File: config.mk
export PLATFORM = sky130hd
export DESIGN_NAME = r5fp_mul_wb
export DESIGN_NICKNAME = d
export VERILOG_FILES = /design/src/rtl/r5fp_mul_wb.sv
export SDC_FILE = /design/constraint.sdc
export NUM_CORES = 1
export LEC_CHECK = 0
export ABC_CLOCK_PERIOD_IN_PS = 1700
export CAP_MARGIN = 10
export CORE_UTILIZATION = 45
export CTS_CLUSTER_SIZE = 8
export DETAILED_ROUTE_END_ITERATION = 12
export PLACE_DENSITY = 0.86
export SYNTH_ARGS = -nofsm -noshare
export SYNTH_HDL_FRONTEND = slang
export SYNTH_SLANG_ARGS = --single-unit
export TNS_END_PERCENT = 1
File: constraint.sdc
create_clock -name clk -period 1.7 [get_ports clk]
set_input_delay 0.425 -clock clk [delete_from_list [all_inputs] [get_ports clk]]
set_output_delay 0.425 -clock clk [all_outputs]
set_load 0.005 [all_outputs]
File: src/rtl/r5fp_mul_wb.sv
// Writeback buffer for FP multiply results: canonicalises NaNs, maps status to RISC-V flags, sticky fflags.
// Latency 1 cycle push->out_valid; 2-entry FIFO, in_ready low when full (no in->out combinational path).
module r5fp_mul_wb #(
    parameter int EXP_W = 8,
    parameter int SIG_W = 23
) (
    input  logic                   clk,
    input  logic                   reset,
    input  logic                   in_valid,
    output logic                   in_ready,
    input  logic [EXP_W+SIG_W:0]   in_z,
    input  logic [7:0]             in_status,
    output logic                   out_valid,
    input  logic                   out_ready,
    output logic [EXP_W+SIG_W:0]   out_z,
    output logic [4:0]             out_flags,
    output logic [4:0]             fflags,
    input  logic                   fflags_clr,
    output logic [1:0]             count
);

    localparam logic [EXP_W+SIG_W:0] CANON_NAN =
        {1'b0, {EXP_W{1'b1}}, 1'b1, {(SIG_W-1){1'b0}}};

    logic [EXP_W+SIG_W:0] mem_z [2];
    logic [4:0]           mem_f [2];
    logic                 wr_ptr;
    logic                 rd_ptr;
    logic                 push;
    logic                 pop;
    logic                 is_nan;
    logic [EXP_W+SIG_W:0] push_z;
    logic [4:0]           push_flags;
    logic                 unused_status;

    assign unused_status = ^{in_status[7:6], in_status[1:0]};

    // Reset gating keeps in_ready low while held in reset; otherwise purely from registered count.
    assign in_ready  = reset && (count != 2'd2);
    assign out_valid = (count != 2'd0);
    assign push      = in_valid && in_ready;
    assign pop       = out_valid && out_ready;

    assign out_z     = mem_z[rd_ptr];
    assign out_flags = mem_f[rd_ptr];

    assign is_nan     = (&in_z[EXP_W+SIG_W-1:SIG_W]) && (|in_z[SIG_W-1:0]);
    assign push_z     = is_nan ? CANON_NAN : in_z;
    // {NV, DZ, OF, UF, NX}; underflow only counts when the tiny result is also inexact.
    assign push_flags = {in_status[2], 1'b0, in_status[4], in_status[3] & in_status[5], in_status[5]};

    always_ff @(posedge clk or negedge reset) begin
        if (!reset) begin
            mem_z[0] <= '0;
            mem_z[1] <= '0;
            mem_f[0] <= '0;
            mem_f[1] <= '0;
            wr_ptr   <= 1'b0;
            rd_ptr   <= 1'b0;
            count    <= 2'd0;
            fflags   <= 5'd0;
        end else begin
            if (push) begin
                mem_z[wr_ptr] <= push_z;
                mem_f[wr_ptr] <= push_flags;
                wr_ptr        <= ~wr_ptr;
            end
            if (pop) begin
                rd_ptr <= ~rd_ptr;
            end
            case ({push, pop})
                2'b10:   count <= count + 2'd1;
                2'b01:   count <= count - 2'd1;
                default: count <= count;
            endcase
            // Flags retire with the entry, so a clear in the same cycle keeps the popped flags.
            if (pop) begin
                fflags <= (fflags_clr ? 5'd0 : fflags) | out_flags;
            end else if (fflags_clr) begin
                fflags <= 5'd0;
            end
        end
    end

endmodule

==> results.json <==
{
  "fin_nets": 566,
  "peakVddDrop_uv": 811.1,
  "hpwl_um": 6413,
  "setup_viol": 38,
  "grt_pass1_vias": 3331,
  "leakagePower_nw": 2.743,
  "failed_checks": "setup timing",
  "swShare_pct": 33.31,
  "outcome": "finished, violations left",
  "syn-num-nets": 438,
  "wl_um": 10040,
  "rows": 32,
  "critPathMaxFanout": 8,
  "core_area_um2": 7848,
  "die_area_um2": 8583,
  "netSwitchingPower_w": 0.003084,
  "crit_chain": "buf_12 -> buf_12 -> mux2_4 -> buf_6",
  "grt_setup_unrepaired": "true",
  "syn-cell-area_um2": 3697,
  "numCtsBuffers": 9,
  "io_buffers": 85,
  "max_freq_mhz": 510.6,
  "p_int_w": 0.006176,
  "finalCritPeriodShare_pct": 115.2,
  "relSlewSlack_pct": 59.85,
  "first_iter_violations": 136,
  "critical_path.top_delay_family": "flip-flops",
  "synthDistinctLibCells": 30,
  "pre_cts_ws_ns": -0.3823,
  "endpoint_kind": "output pin",
  "drt-wirelength-per-cell_um": 16.07,
  "routed-via-count": 3283,
  "drive_above_1_share_pct": 28.30,
  "clk_pin_slew_ns": 0.07,
  "pwr_density_cell_nw_per_um2": 1746,
  "slowest_stage": "dfrtp_2",
  "htreeDepth": 3,
  "yosys.area.top_type_share_pct": 54.82,
  "slowest_delay_ns": 0.46,
  "multi_input_area_um2": 1663,
  "seqCellArea_um2": 2029,
  "synthArstFlopShare_pct": 100.0,
  "cts_tree": "done",
  "overflow": 0,
  "post-route-min-period_ns": 1.958,
  "final_common_cell": "nand2_1",
  "skew_ns": 0.006978,
  "cts_root_buf": "clkbuf_8",
  "drv_slew": 0,
  "antennaDiodeCount": 0,
  "synth_area_per_cell_um2": 9.432,
  "insertion_delay_ns": 0.35,
  "ff2ff_setup_slack_ns": 0,
  "synth-seq-cells": 81,
  "worstSetupPathType": "reg -> out",
  "die_x_um": 92.65,
  "ant_nets": 0,
  "die_h_um": 92.65,
  "crit_required_ns": 1.27,
  "routabilityCongestion": 0.7677,
  "worst-path-buf-inv": 3,
  "layout_common_cells": "nand2_1 (162), dfrtp_1 (79), nand3_1 (45)",
  "hold_viol_final": 0,
  "initial_core_util_pct": 47.11,
  "synthCells": 392,
  "arrival_ns": 1.53,
  "rr_startpoint": "count[0]",
  "tightestPinTransition_ns": 0.6022,
  "yosysTopAreaCell": "dfrtp_1",
  "synth_ff_type": "dfrtp_1",
  "grt_max_degree": 49,
  "antenna_found_initial": 0,
  "seq_power_share_pct": 36.3,
  "seq_area_frac_synth_pct": 54.82,
  "ios": 91,
  "synth_area_leaders": "dfrtp_1 (55%), nand2_1 (16%), mux2_2 (11%), nand3_1 (6.1%), buf_2 (1.8%)",
  "clkPwrFrac_pct": 12.4,
  "drc_errors": 0,
  "ff2ff_path_depth": 7,
  "r2r_end": "count[1]",
  "fin_util_pct": 67.59,
  "drtPass1Iterations": 4,
  "grt.total_usage_pct": 24.61,
  "nFillCells": 624,
  "pwr-share-comb_pct": 51.2,
  "cts_buffer_depth": 2,
  "vias_per_cell": 5.253,
  "worst_slack_ns": -0.2583,
  "synth_edf_count": 0,
  "min_path_type": "in -> async",
  "grt_pass1_wl_um": 16190,
  "start_kind": "register",
  "yosysWarnings": 0,
  "cts.sinks": 81,
  "crit_path_frequent_cell": "buf_12",
  "area_delta_synth_final_pct": 43.45,
  "cap_violations": 0
}
-- flip-flops by register name, indices dropped and copies added (netlist names) --
name    cells
rd_ptr      1
count       2
wr_ptr      1
mem_z      64
fflags      5
mem_f       8
-- worst max-delay path by stage --
stage                     slack [ns]  cells past startpoint        end      from
final                          -0.26                      4  out_z[13]    rd_ptr
after global routing           -0.30                      4  out_z[13]    rd_ptr
after CTS                      -0.35                      5  out_z[28]    rd_ptr
after detailed placement       -0.38                      7  mem_z[54]   in_z[0]
after global placement         -0.36                      7  mem_z[31]   in_z[0]
after floorplan                 0.13                      6   count[1]  count[0]
-- through the flow --
step	cells	power, W	TNS, ns	hold WS, ns	area (um^2)
after floorplan	392	0.005247	0	0.1294	3697
after global placement	601	0.007323	-18.06	0.4142	4942
after detailed placement	601	0.007518	-18.95	0.4257	4942
after CTS	626	0.009029	-11.37	0.05277	5248
after global routing	625	0.009842	-9.832	0.06162	5304
final	625	0.009260	-8.282	0.05168	5304
-- cell usage after synthesis (2+ instances only) --
cell      number
xnor2_1        3
inv_1          2
nor4_1         5
and2_1         3
mux2_2        36
o21ai_0        2
nor2_1         5
clkbuf_1       6
nand4_1        4
a22o_1         6
a21oi_1        2
dfrtp_1       81
nand3_1       45
nand2_1      162
buf_6          2
buf_2         13
buf_4          2
-- layout make-up --
cell class,instances,share of cell area (%)
Clock inverter,1,0.09436
Sequential cell,81,38.26
Tap cell,102,2.406
Timing Repair Buffer,140,25.12
Inverter,2,0.1415
Multi-Input combinational cell,286,31.35
Clock buffer,13,2.619
-- power by group through the flow --
stage	Clock (W)	Combinational, W	Sequential, W
after floorplan	0	0.00206	0.00319
after global placement	0	0.00406	0.00326
after detailed placement	0	0.00417	0.00334
after CTS	0.00117	0.00453	0.00333
after global routing	0.00124	0.00513	0.00347
final	0.00115	0.00474	0.00337
-- cells by family (layout without fill, tap and decap cells) --
group	count (synthesis)	in the layout	share of synthesized area (%)
buffers and inverters	25	156	3.587
muxes	36	36	10.96
xor gates and xnor gates	4	4	0.9477
AOI/OAI and AO/OA	11	11	2.166
and+or+nand+nor	233	233	27.07
adders and majority gates	1	1	0.3384
DFF	81	81	54.82
other	1	1	0.1014
-- repair_timing --
item,4_1_cts,5_1_grt
endpoints found under the setup margin,43,43
gates cloned,4,0
hold buffers,0,0
gates resized for setup,145,47
setup buffers,7,1
pin swaps,0,2
-- routing by layer --
| layer | share of wire, % | GRT usage [%] |
|---|---|---|
| met4 | 1.9 | 8.077 |
| met5 | 0 | 0 |
| met3 | 6.1 | 4.351 |
| met1 | 41 | 30.44 |
| met2 | 51 | 43.46 |
Power figures use the tool's default switching activity.
==> RTL edit: new RTL, same flow settings <==
Make the reset (`reset`) synchronous in one clocked block.
--- a/src/rtl/r5fp_mul_wb.sv
+++ b/src/rtl/r5fp_mul_wb.sv
@@ -50,5 +50,5 @@
     assign push_flags = {in_status[2], 1'b0, in_status[4], in_status[3] & in_status[5], in_status[5]};
 
-    always_ff @(posedge clk or negedge reset) begin
+    always_ff @(posedge clk) begin
         if (!reset) begin
             mem_z[0] <= '0;
Check against the original RTL: differs if reset is asserted again (counterexample within 4 cycles, from zero or initial values and one cycle with reset low); with reset held inactive, the same outputs for 10 cycles.
==> RTL edit against the original RTL <==
Global-route usage decreased by 3.1 points; design area is 4.1% higher; utilization grew 3.1 points; wire length fell by 14%; worst setup slack improved by 14 ps; synthesized cell count is 31% lower; the run still ends with setup timing left; sequential share of layout area grew 4.4 points; area after synthesis down 0.37%; sequential cell count did not move.
Power is not compared: it rests on default switching activity, and its combinational part moved more than twofold at a synthesized area within 25%.
==> RTL edit: results (changes against the original RTL) <==
status: finished with violations
failing checks: setup timing
initial DRC count: 145 (+6.6%)
largest net degree at the start of global routing: 27 (-45%)
ANT nets after route: 0 (unchanged)
Cells after DPL: 488 (-19%)
drt pass-1 iters: 4 (unchanged)
vias in the first global route: 2802 (-16%)
synth cell count leaders: 72 x edfxtp_1, 36 x mux2_2, 31 x and2_1
VDD IR max: 0.542 mV
Place WS: -523 ps (-141 ps)
EDFF count, synth: 72 (+72)
clk_lat worst skew: 340 ps
endpoints failing setup: 50 (+32%)
aggregate global-route resource usage: 21.5% (-3.1 points)
Clock Skews: 6.41 ps (-0.568 ps)
clock power share: 22.9%
port bufs: 84 (-1.2%)
Async S/R FF share, synth: 0% (-100 points)
Worst Hold Class: primary input to register
Via-to-Cell Ratio: 5.19 (-1.2%)
share of cells above drive strength 1: 40.6% (+12 points)
placed cell area: 0.00496 mm2 (+0.33%)
Placer Congestion: 0.781 (+1.8%)
global-route wire length before repair: 13.8 mm (-15%)
Syn Inst Count: 272 (-31%)
Post-CTS Resized: 192 (+32%)
Post-CTS Setup Inserts: 5 (-2)
post-synthesis sequential area ratio: 63.6% (+8.8 points)
final WL: 8.67 mm (-14%)
top cells by area, synth: edfxtp_1 59%, mux2_2 11%, and2_1 5.3%
post-synthesis cell type count: 32 (+6.7%)
Final TNS setup: -5640 ps (+2640 ps)
Fillers: 535 (-14%)
largest fanout on the critical path: 6 (-2)
fin worst setup slack: -245 ps (+13.5 ps)
overall via count from detail_route: 2662 (-19%)
Synth Flop Type: edfxtp_1
Post-DP HPWL: 5.66 mm (-12%)
NumNets Final: 452 (-20%)
-- RTL edit: cells by family (layout without fill, tap and decap cells) --
group	after synthesis	count (layout)	share of synthesized area, %
AO/OA/AOI/OAI	11	11	2.21
XOR/XNOR	3	3	0.713
adder cells (fa/ha/maj)	1	1	0.340
buffers and inverters	19	157	2.82
flip-flops	81	81	63.6
multiplexers	36	36	11.0
other	1	2	0.102
AND/OR/NAND/NOR	120	120	19.2
-- RTL edit: critical path: stages (launching register included) --
cell and delay (ps):
dfxtp_4 370, buf_6 130, buf_12 130, buf_16 140
mux2_4 300, buf_6 120
-- RTL edit: path summary, 6_finish.rpt --
| path | depth (start not counted) | slack [ps] | start | to |
|---|---|---|---|---|
| hold / removal | 2 | 450 | in_z[23] | mem_z[0][23]$_SDFFCE_PN0P_ |
| setup / recovery | 5 | -240 | register | out_z[10] |
| hold reg to reg | 2 | 490 | fflags[1]$_SDFF_PN0_ | fflags[1]$_SDFF_PN0_ |
| setup reg to reg | 6 | 60 | count[0]$_SDFFE_PN0P_ | mem_z[0][12]$_SDFFCE_PN0P_ |
-- RTL edit: per-layer routing --
| metal | GRT usage, % | share of wire, % | up-vias |
|---|---|---|---|
| li1 | - | - | 1268 |
| met1 | 26.0 | 41 | 1294 |
| met2 | 38.8 | 54 | 86 |
| met3 | 3.45 | 3.6 | 14 |
| met4 | 7.42 | 1.6 | 0 |
| met5 | 0 | 0 | - |
-- RTL edit: layout make-up --
class,instances,area (um2),share of cell area (%)
multi-input cells,173,1420,25.7
clock buffers,11,151,2.74
inverters,3,13.8,0.249
flip-flops and latches,81,2350,42.6
repair buffers,138,1400,25.4
well taps,102,128,2.31
clock inverters,5,53.8,0.975
